<file path="src/rtl/ddr_wr_pkg.sv">
// Shared types and size helpers for the DDR burst writer.
package ddr_wr_pkg;

  typedef enum logic [1:0] {
    IDLE,
    AW,
    W,
    B
  } state_e;

  // Bytes carried by one AXI data beat.
  function automatic int axi_bytes(input int data_w);
    return data_w / 8;
  endfunction

  // Bytes covered by one full-length burst.
  function automatic int burst_bytes(input int data_w, input int burst_len);
    return burst_len * (data_w / 8);
  endfunction

endpackage

</file>
<file path="src/rtl/ddr_burst_writer.sv">
// Drains the prefetch FIFO into DDR as AXI4 INCR write bursts, one video frame at a time.
// Frame position (address, words remaining) advances burst by burst; frame_start may re-arm at any time.
module ddr_burst_writer
  import ddr_wr_pkg::*;
#(
  parameter int                ADDR_W      = 28,
  parameter int                DATA_W      = 256,
  parameter int                BURST_LEN   = 16,
  parameter logic [ADDR_W-1:0] BASE_ADDR   = '0,
  parameter int                FRAME_WORDS = 8100
) (
  input  logic                  clk,
  input  logic                  rst,
  input  logic                  frame_start,
  output logic                  fifo_rd_en,
  input  logic                  fifo_rd_vld,
  input  logic [DATA_W-1:0]     fifo_rd_data,
  output logic [ADDR_W-1:0]     awaddr,
  output logic [7:0]            awlen,
  output logic                  awvalid,
  input  logic                  awready,
  output logic [DATA_W-1:0]     wdata,
  output logic [DATA_W/8-1:0]   wstrb,
  output logic                  wlast,
  output logic                  wvalid,
  input  logic                  wready,
  input  logic                  bvalid,
  output logic                  bready,
  output logic                  busy,
  output logic                  frame_done
);

  localparam int                AXI_BYTES   = axi_bytes(DATA_W);
  localparam int                BURST_BYTES = burst_bytes(DATA_W, BURST_LEN);
  localparam int                REM_W       = $clog2(FRAME_WORDS + 1);
  localparam logic [REM_W-1:0]  FRAME_REM   = REM_W'(FRAME_WORDS);
  localparam logic [31:0]       BURST_LEN_U = 32'(BURST_LEN);
  localparam logic [31:0]       AXI_BYTES_U = 32'(AXI_BYTES);

  // Every burst starts on a BURST_BYTES multiple, so alignment plus a 4 KB-dividing span keeps bursts inside a page.
  if ((BASE_ADDR % ADDR_W'(BURST_BYTES)) != '0) begin : g_base_align
    $error("BASE_ADDR must be aligned to BURST_LEN*DATA_W/8");
  end
  if ((BURST_BYTES > 4096) || ((4096 % BURST_BYTES) != 0)) begin : g_page_span
    $error("BURST_LEN*DATA_W/8 must divide 4096");
  end

  state_e              state_q, state_d;
  logic                armed_q, armed_d;
  logic                restart_pend_q, restart_pend_d;
  logic [ADDR_W-1:0]   addr_q, addr_d;
  logic [REM_W-1:0]    remaining_q, remaining_d;
  logic [7:0]          len_q, len_d;
  logic [7:0]          beat_q, beat_d;
  logic                frame_done_q, frame_done_d;
  logic [31:0]         burst_words;
  logic                restart;

  // NOTE: every signal written here gets a default first, so no path can leave one unassigned and infer a latch.
  always_comb begin
    state_d        = state_q;
    armed_d        = armed_q;
    restart_pend_d = restart_pend_q;
    addr_d         = addr_q;
    remaining_d    = remaining_q;
    len_d          = len_q;
    beat_d         = beat_q;
    frame_done_d   = 1'b0;
    burst_words    = '0;
    restart        = restart_pend_q | frame_start;
    awvalid        = 1'b0;
    wvalid         = 1'b0;
    wlast          = 1'b0;
    bready         = 1'b0;
    fifo_rd_en     = 1'b0;

    if (frame_start && (state_q != IDLE)) restart_pend_d = 1'b1;

    unique case (state_q)
      IDLE: begin
        if (frame_start) begin
          armed_d     = 1'b1;
          addr_d      = BASE_ADDR;
          remaining_d = FRAME_REM;
        end
        if (armed_q && fifo_rd_vld) begin
          burst_words = (32'(remaining_d) < BURST_LEN_U) ? 32'(remaining_d) : BURST_LEN_U;
          len_d       = 8'(burst_words - 32'd1);
          beat_d      = '0;
          state_d     = AW;
        end
      end
      AW: begin
        awvalid = 1'b1;
        if (awready) begin
          addr_d  = addr_q + ADDR_W'((32'(len_q) + 32'd1) * AXI_BYTES_U);
          state_d = W;
        end
      end
      W: begin
        wvalid     = fifo_rd_vld;
        wlast      = (beat_q == len_q);
        fifo_rd_en = fifo_rd_vld & wready;
        if (fifo_rd_en) begin
          if (wlast) begin
            remaining_d = remaining_q - REM_W'(32'(len_q) + 32'd1);
            beat_d      = '0;
            state_d     = B;
          end else begin
            beat_d = beat_q + 8'd1;
          end
        end
      end
      B: begin
        bready = 1'b1;
        if (bvalid) begin
          // A restart arriving alongside the last response wins: the old frame is abandoned silently.
          if (restart) begin
            addr_d         = BASE_ADDR;
            remaining_d    = FRAME_REM;
            armed_d        = 1'b1;
            restart_pend_d = 1'b0;
          end else if (remaining_q == '0) begin
            frame_done_d = 1'b1;
            armed_d      = 1'b0;
          end
          state_d = IDLE;
        end
      end
      default: state_d = IDLE;
    endcase
  end

  // NOTE: sequential state uses non-blocking assignments so every flop samples pre-edge values.
  always_ff @(posedge clk) begin
    if (rst) begin
      state_q        <= IDLE;
      armed_q        <= 1'b0;
      restart_pend_q <= 1'b0;
      addr_q         <= BASE_ADDR;
      remaining_q    <= FRAME_REM;
      len_q          <= '0;
      beat_q         <= '0;
      frame_done_q   <= 1'b0;
    end else begin
      state_q        <= state_d;
      armed_q        <= armed_d;
      restart_pend_q <= restart_pend_d;
      addr_q         <= addr_d;
      remaining_q    <= remaining_d;
      len_q          <= len_d;
      beat_q         <= beat_d;
      frame_done_q   <= frame_done_d;
    end
  end

  assign awaddr     = addr_q;
  assign awlen      = len_q;
  assign wdata      = fifo_rd_data;
  assign wstrb      = '1;
  assign busy       = armed_q | (state_q != IDLE);
  assign frame_done = frame_done_q;

endmodule

</file>
<file path="config.mk">
export PLATFORM = sky130hd
export DESIGN_NAME = ddr_burst_writer
export DESIGN_NICKNAME = d
export VERILOG_FILES = /design/src/rtl/ddr_wr_pkg.sv /design/src/rtl/ddr_burst_writer.sv
export SDC_FILE = /design/constraint.sdc
export NUM_CORES = 1
export LEC_CHECK = 0
export CELL_PAD_IN_SITES_DETAIL_PLACEMENT = 0
export CELL_PAD_IN_SITES_GLOBAL_PLACEMENT = 1
export CORE_AREA = 2 2 228 230
export DETAILED_ROUTE_END_ITERATION = 10
export DIE_AREA = 0 0 230 232
export PLACE_DENSITY_LB_ADDON = 0.12
export SLEW_MARGIN = 10
export SYNTH_ARGS = -nofsm -noshare
export SYNTH_HDL_FRONTEND = slang
export SYNTH_SLANG_ARGS = --single-unit
</file>
<file path="constraint.sdc">
create_clock -name clk -period 4.9 [get_ports clk]
set_input_delay 0.98 -clock clk [delete_from_list [all_inputs] [get_ports clk]]
set_output_delay 0.98 -clock clk [all_outputs]
set_load 0.02 [all_outputs]
</file>
# After elaboration in Yosys (flattened, before gate mapping)
# Cells that the tools add are included.
# op_classes
n_reduce_logical,16
n_lt_le_gt_ge,1
muxes,38
bitwise,5
eq_ne,12
n_addsub,5
# op_table
operator,n
28-bit 2-to-1 mux,4
28-bit one-hot mux with 3 select lines,1
13-bit 2-to-1 mux,6
13-bit one-hot mux with 3 select lines,1
8-bit 2-to-1 mux,4
28-bit adder,1
8-bit one-hot mux with 2 select lines,1
5-bit AND reduction,3
1-bit 2-to-1 mux,14
2-bit != test (second input constant),7
13-bit logical NOT,1
13-bit by 5-bit < comparator with 1-bit output (second input constant),1
13-bit by 9-bit subtractor with 13-bit output,1
2-bit 2-to-1 mux,5
8-bit by 1-bit adder with 9-bit output (second input constant),1
8-bit by 1-bit adder with 8-bit output (second input constant),1
8-bit equality test,1
2-bit one-hot mux with 4 select lines,1
8-bit by 1-bit subtractor with 8-bit output (second input constant),1
2-bit nonzero test,3
3-bit nonzero test,2
2-bit equality test (second input constant),2
4-bit AND reduction,1
4-bit OR reduction,1
other kinds (10),13
# totals
in_bits,263
reg_bits,62
wordCells,85

# Logic depth before layout (Yosys ltp)
# logic_depth
depth_word,6
depth_mapped,12

# Least setup slack after synthesis
# Ideal clock, no wire load.
# synth_path
path_kind,reg2reg
start,"register len_q[0], in the netlist awlen[0]"
end,register remaining_q[9]
setup_time_ps,120
n_path_buf,0
setup_slack_ps,2123
arrival_time_ps,2657
path_stages_with_launch,12
cell_sequence,dfxtp_1 > ha_1 > nand3_1 > nor2_1 > xor2_1 > inv_1 > ha_1 > a211oi_1 > a31oi_1 > a31o_2 > or3_1 > o31a_1
# synth_between
elab_chain_cells,5
elab_cells_between_ends,8
classes_between,2 x add/sub; 2 x eq/ne; 3 x mux; 1 x reduce/logical
# synth_lines
item,line_no,rtl
"start, declared",ddr_burst_writer.sv:53,"logic [7:0] len_q, len_d;"
"start signal, assigned",ddr_burst_writer.sv:151,len_q <= len_d;
8-bit by 1-bit adder with 9-bit output,ddr_burst_writer.sv:106,remaining_d = remaining_q - REM_W'(32'(len_q) + 32'd1);
13-bit by 9-bit subtractor with 13-bit output,ddr_burst_writer.sv:106,
13-bit 2-to-1 mux,ddr_burst_writer.sv:105,if (wlast) begin
13-bit 2-to-1 mux,ddr_burst_writer.sv:104,if (fifo_rd_en) begin
13-bit one-hot mux with 3 select lines,ddr_burst_writer.sv:79,unique case (state_q)
"end signal, assigned",ddr_burst_writer.sv:150,remaining_q <= remaining_d;
"end, declared",ddr_burst_writer.sv:52,"logic [REM_W-1:0] remaining_q, remaining_d;"
# Parallel ways exist; a longest one is shown, timed or not. The select of a mux whose other input is x is not followed.
# A chain may end at the register's enable or synchronous reset.

# Final worst setup path
# layout_path
start,input port fifo_rd_vld
end,output port fifo_rd_en
# layout_between
elab_chain_cells,2
# layout_lines
item,line_no,rtl
"start, declared",ddr_burst_writer.sv:16,"input logic fifo_rd_vld,"
1-bit AND,ddr_burst_writer.sv:103,fifo_rd_en = fifo_rd_vld & wready;
1-bit 2-to-1 mux,ddr_burst_writer.sv:79,
"end, declared",ddr_burst_writer.sv:15,"output logic fifo_rd_en,"
# Every way passes these cells.

==> results_dict.tcl <==
set metrics [dict create \
    status "complete, no violations" \
    drc 0 \
    dpl_cell_area_mm2 0.00506 \
    skew_ns 0.00787 \
    fin_crit_sh_pct 73.9 \
    die_x_um 230 \
    synth_top_cells_by_count "buf_4, dfxtp_1, nand2_1" \
    max_stage_delay_ns 0.67 \
    switching_share_pct 39.5 \
    routed_wl_mm 20.5 \
    num_vias 3865 \
    cts_hold_buffers 0 \
    tritoncts "done" \
    synth_seq_area_share_pct 19.5 \
    powerDensity_mw_per_mm2 353 \
    post-route-util_pct 10.6 \
    postRouteAntennaNets 0 \
    grt_max_degree 30 \
    crit_chain "clkdlybuf4s50_1, nand2_1, nor2_1, clkdlybuf4s50_1" \
    power.switching_uw 750 \
    cts_buffers 9 \
    worstPathRequired_ns 3.92 \
    p_leak_nw 1.78 \
    min_path_type "reg -> reg" \
    port_buffers 44 \
    die_h_um 232 \
    synth.most_common_cell "buf_4" \
    setup_tns_ns 0 \
    ys_seq_elements 57 \
    clk_path_buf_depth 2 \
    intPower_mw 1.15 \
    antenna_found_initial 3 \
    drt_iter0_drc 161 \
    power.share.sequential_pct 28.8 \
    drtPass1Iterations 4 \
    endpoint_kind "output port" \
    syn_avg_cell_area_um2 7.93 \
    nNetsFinal 818 \
    yosysTopAreaCellShare_pct 37.5 \
    syn2layout_area_growth_pct -8.12 \
    finalInstanceArea_mm2 0.00538 \
    clk_latency_ns 0.35 \
    worst-slew-pin-transition_ns 0.785 \
    maxSlewHeadroom_pct 47.6 \
    final_cells 1214 \
    combPwrFrac_pct 34.7 \
    setup_viol 0 \
    cp-start-kind "input port" \
    avgViaCountPerCell 3.18 \
    grt_pass1_vias 3964 \
    start_util_pct 11.5 \
    post_drt_wl_per_cell_um 16.9 \
    report.final.slew_viol_count 0 \
    cts.reportedPaths.clkPinSlew_ns 0.06 \
    synth-edff-count 0 \
    cap_violations 0 \
    die_area_mm2 0.0534 \
    place_inst 1197 \
    cts-root-buf "clkbuf_16" \
    synth_flop_cell "dfxtp_1" \
    post_cts_buffers 0 \
    place.gp.congestion 0.638 \
    critPathKind "in -> out" \
    numClockSinks 57 \
    async_reset_ff_share_pct 0 \
    grt_pass1_wl_mm 28.7 \
    core_area_mm2 0.0509 \
    synthTopCellsByArea "buf_4, dfxtp_1, ha_1" \
    layout-drive-gt1-share_pct 6.38 \
    yosys_warnings 0 \
    detailed_place_hpwl_mm 16.5 \
    peakVddDrop_v 0.000156 \
    syn_inst 739 \
    grt_util_all_layers_pct 7.49 \
    ys_types 62 \
    h-tree-depth 3 \
    path_max_fanout 5 \
    cts.repair.resized 0 \
    std_cell_rows 83 \
    synth.largest_area_cell "buf_4" \
    hold_violations 0 \
    period_needed_ns 3.62 \
    clkPwrFrac_pct 36.5 \
    syn_area_mm2 0.00586 \
    arrival_ns 2.64 \
    fmax_mhz 276 \
    grt-ovfl-total 0 \
    cpMostUsedCell "clkdlybuf4s50_1" \
    crit_path_top_delay_cell "clkdlybuf4s50_1" \
    rsz0062_at_grt "false" \
    ioPinCount 594 \
]
[metal layers]
metal	part of all wire [%]	wire, um	track usage, %
met5	0.12	24	0.184
met4	3.9	792	3.59
met3	11	2340	4.48
met2	46	9370	12.0
met1	39	7930	7.83
[cells by family (layout without fill, tap and decap cells)]
group	after synthesis	count (layout)	share of synthesized area, %
other	2	38	0.128
multiplexers	3	3	0.513
AND/OR/NAND/NOR	165	165	14.2
XOR/XNOR	40	40	5.98
buffers and inverters	331	90	40.0
AO/OA/AOI/OAI	114	114	13.6
flip-flops	57	57	19.5
adder cells (fa/ha/maj)	27	27	6.02
[per-stage QoR]
stage	hold slack [ns]	total power, mW	setup slack, ns
6_report	0.482	1.90	1.28
5_1_grt	0.502	2.04	1.14
4_1_cts	0.488	1.97	1.24
3_5_place_dp	0.479	1.25	1.24
3_3_place_gp	0.488	1.26	1.24
2_1_floorplan	0.452	1.30	2.12
[path summary, 6_finish.rpt]
kind | startpoint | to | slack, ns | cells after the start
max | fifo_rd_vld | fifo_rd_en | 1.28 | 4
min | awaddr[5] | awaddr[5] | 0.48 | 2
max reg2reg | awlen[0] | awaddr[22] | 1.69 | 10
min reg2reg | awaddr[5] | awaddr[5] | 0.48 | 2
[registers in the layout, indices dropped and copies added (netlist names)]
| name | count |
|---|---|
| remaining_q | 13 |
| beat_q | 8 |
| awlen | 8 |
| restart_pend_q | 1 |
| awaddr | 23 |
| armed_q | 1 |
| state_q | 2 |
| frame_done | 1 |
[area by class of cell]
cell class | instances | area (um^2)
Antenna cell | 1 | 2.50
Clock buffer | 12 | 267
Clock inverter | 4 | 50.0
Fill cell | 5985 | 45500
Inverter | 26 | 97.6
Multi-Input combinational cell | 386 | 2500
Sequential cell | 57 | 1140
Tap cell | 680 | 851
Timing Repair Buffer | 48 | 470
[power by group through the flow]
stage / Combinational (mW) / Sequential (mW) / Clock (mW)
final: 0.659 / 0.547 / 0.694
after global placement: 0.701 / 0.562 / 0
after detailed placement: 0.687 / 0.562 / 0
after global routing: 0.739 / 0.554 / 0.751
after floorplan: 0.752 / 0.549 / 0
after CTS: 0.688 / 0.550 / 0.736
[critical path: cells and delay by family]
kind / cells / cell delay (ns)
AND/OR/NAND/NOR: 2 / 0.38
buffers and inverters: 2 / 1.28
[cell usage in the layout (no fill, tap or decap), types with 4 or more instances in the layout]
| cell | n |
|---|---|
| dfxtp_1 | 57 |
| clkdlybuf4s50_1 | 44 |
| nand2_1 | 42 |
| conb_1 | 37 |
| nor2_1 | 36 |
| a21oi_1 | 33 |
| nand3_1 | 26 |
| inv_1 | 25 |
| ha_1 | 25 |
| xnor2_1 | 23 |
| xor2_1 | 17 |
| o21ai_0 | 16 |
| nor3_1 | 9 |
| o21a_1 | 9 |
| clkbuf_16 | 9 |
| nor4_1 | 8 |
| and3_1 | 6 |
| or3_1 | 6 |
| nand4_1 | 5 |
| o31ai_1 | 5 |
| a211oi_1 | 5 |
| or4_1 | 5 |
| a31o_2 | 4 |
| o22a_1 | 4 |
| nor2b_1 | 4 |
| o2111ai_1 | 4 |
| buf_4 | 4 |
Note: power is estimated with default switching activity, not from simulation.
==> RTL edit: new RTL, config.mk and constraints unchanged <==
Make the reset (`rst`) asynchronous in one clocked block.
--- a/src/rtl/ddr_burst_writer.sv
+++ b/src/rtl/ddr_burst_writer.sv
@@ -133,5 +133,5 @@
 
   // NOTE: sequential state uses non-blocking assignments so every flop samples pre-edge values.
-  always_ff @(posedge clk) begin
+  always_ff @(posedge clk or posedge rst) begin
     if (rst) begin
       state_q        <= IDLE;
Check against the original RTL: differs if rst is asserted again (counterexample within 4 cycles, from zero or initial values and one cycle with rst high); with rst held inactive, the same outputs for 4 cycles.
==> RTL edit against the original RTL <==
- worst setup slack improved by 0.089 ns
- count of clock-buffer cells in the layout shrank 2
- sequential cell count is the same
- die area unchanged
- routed wire length is 13% lower
- combinational power grew 78%
- clock power is 15% lower
- cell area increased by 0.88%
- register-to-register slack improved by 0.02 ns
- clock skew grew 0.0023 ns
- total power up 25%
- worst hold slack improved by 0.015 ns
- area after synthesis grew 1.9%
- largest cell class unchanged
- largest power group is now combinational cells
- highest routed layer is now met4
==> RTL edit: results (changes against the original RTL) <==
| Metric | Value |
|---|---|
| Synth cell count leaders | buf_4 (293), dfrtp_1 (49), nand2_1 (46), nor2_1 (34), xor2_1 (28) (was buf_4 (293), dfxtp_1 (57), nand2_1 (42), nor2_1 (36), a21oi_1 (33)) |
| Peak supply drop | 0.000155 V (was 0.000156 V) |
| Worst Path Max Fanout | 11 (was 5) |
| # nets final | 789 (was 818) |
| GR Util met1 | 8.00% (was 7.83%) |
| Vias | 3571 (was 3865) |
| Post-DP HPWL | 14.3 mm (was 16.5 mm) |
| Final RePlAce weighted congestion | 0.688 (was 0.638) |
| DRC violation total after the first TritonRoute iteration | 135 (was 161) |
| Max stage delay on crit path | 0.65 ns (was 0.67 ns) |
| Vias in the first global route | 3762 (was 3964) |
| Arr. time, crit path | 2.55 ns (was 2.64 ns) |
| Diode count | 0 (was 1) |
| Dpl cells | 1168 (was 1197) |
| Max reg flops | 23 (unchanged) |
| Met3 GRT Util | 3.82% (was 4.48%) |
| Layout Skew | 0.0102 ns (was 0.00787 ns) |
| Sequential area share after synthesis | 24.1% (was 19.5%) |
| CTS root buffer | clkbuf_16 (unchanged) |
| First-pass GRT wire length | 26.0 mm (was 28.7 mm) |
| WL final | 17.8 mm (was 20.5 mm) |
| Type of the most critical hold path | reg2reg (unchanged) |
| Total track usage | 6.67% (was 7.49%) |
| Share of layout cells above drive strength 1 | 9.13% (was 6.38%) |
| Ranking of synthesized cells by area | buf_4 (37%), dfrtp_1 (21%), ha_1 (5.2%) (was buf_4 (38%), dfxtp_1 (19%), ha_1 (5.3%)) |
| Pin count of the biggest net entering global routing | 34 (was 30) |
| Asr flop ratio synth | 100% (was 0%) |
| Met2 Use GR | 9.70% (was 12.0%) |
| Fillers | 5930 (was 5985) |
| Initial antenna violation count | 0 (was 3) |
| Static leakage power | 2.15 nW (was 1.78 nW) |
| Status | finished clean (unchanged) |
| Main synth FF type | dfrtp_1 (was dfxtp_1) |
| P_int | 1.29 mW (was 1.15 mW) |
| Vias/cell | 3.02 (was 3.18) |
| Distinct cells, synth | 63 (was 62) |
| Htree depth | 3 (unchanged) |
| Worst slew pin tran | 1.05 ns (was 0.785 ns) |
| Syn Inst Count | 708 (was 739) |
==> RTL edit: changes by cell type after synthesis, sizes merged, moves of 4 or more <==
cell,change
o21ai,+4
a21o,+5
or4,-4
xnor2,-6
dfxtp,-57
clkbuf,-5
a211oi,-4
dfstp,+8
nor4,-6
dfrtp,+49
a21oi,-16
nand4,+4
nand2,+4
xor2,+11
==> RTL edit: power by group through the flow <==
stage	Combinational (mW)	Clock (mW)	Sequential (mW)
after global placement	1.22	0	0.634
final	1.17	0.589	0.622
after CTS	1.22	0.624	0.626
after floorplan	1.13	0	0.617
after global routing	1.34	0.645	0.636
after detailed placement	1.21	0	0.635
==> RTL edit: final timing paths <==
path                                  from               to  slack, ns  cells after the start
hold / removal             remaining_q[10]  remaining_q[10]       0.50                      2
setup reg to reg                  awlen[1]       awaddr[20]       1.71                     11
min in group asynchronous              rst        awaddr[7]       1.17                      2
hold reg to reg            remaining_q[10]  remaining_q[10]       0.50                      2
setup / recovery                state_q[0]            wlast       1.37                      5
max in group asynchronous              rst  remaining_q[11]       2.80                      3
==> RTL edit: worst register-to-register path, cell delays in order, from the launching register on <==
cell,delay [ns]
dfrtp_1,0.55
ha_1,0.25
nand3_1,0.12
nor2_1,0.21
xor2_1,0.27
ha_1,0.34
and3_1,0.19
a221oi_1,0.33
o21ai_1,0.33
nand4_1,0.22
xor2_1,0.16
nor2_1,0.05
==> RTL edit: kinds of logic after synthesis <==
| family | Yosys count | synth area share [%] |
|---|---|---|
| adder cells (fa/ha/maj) | 27 | 5.91 |
| AND/OR/NAND/NOR | 158 | 13.1 |
| AO/OA/AOI/OAI | 92 | 10.8 |
| flip-flops | 57 | 24.1 |
| XOR/XNOR | 45 | 6.73 |
| buffers and inverters | 326 | 39.1 |
| multiplexers | 1 | 0.189 |
| other | 2 | 0.126 |
==> RTL edit: cell type report <==
class,count,area share (%)
multi-input combinational,360,42.8
sequential,57,26.5
tap,680,15.7
timing repair buffer,47,8.53
clock buffer,10,4.22
inverter,24,1.66
clock inverter,6,0.645
==> RTL edit: stage by stage <==
| step | setup WS, ns | cell area [µm²] | util (%) | total power [mW] |
|---|---|---|---|---|
| after CTS | 1.24 | 5430 | 10.7 | 2.47 |
| after global placement | 1.50 | 5170 | 10.2 | 1.86 |
| after detailed placement | 1.47 | 5170 | 10.2 | 1.85 |
| final | 1.37 | 5430 | 10.7 | 2.38 |
| after global routing | 1.11 | 5430 | 10.7 | 2.62 |
| after floorplan | 2.17 | 6100 | - | 1.74 |
==> RTL edit: routing by layer <==
metal  routed length [µm]  part of all wire (%)
met1                 7670                    43
met2                 7670                    43
met3                 1970                    11
met4                  512                   2.9
met5                    0                     0
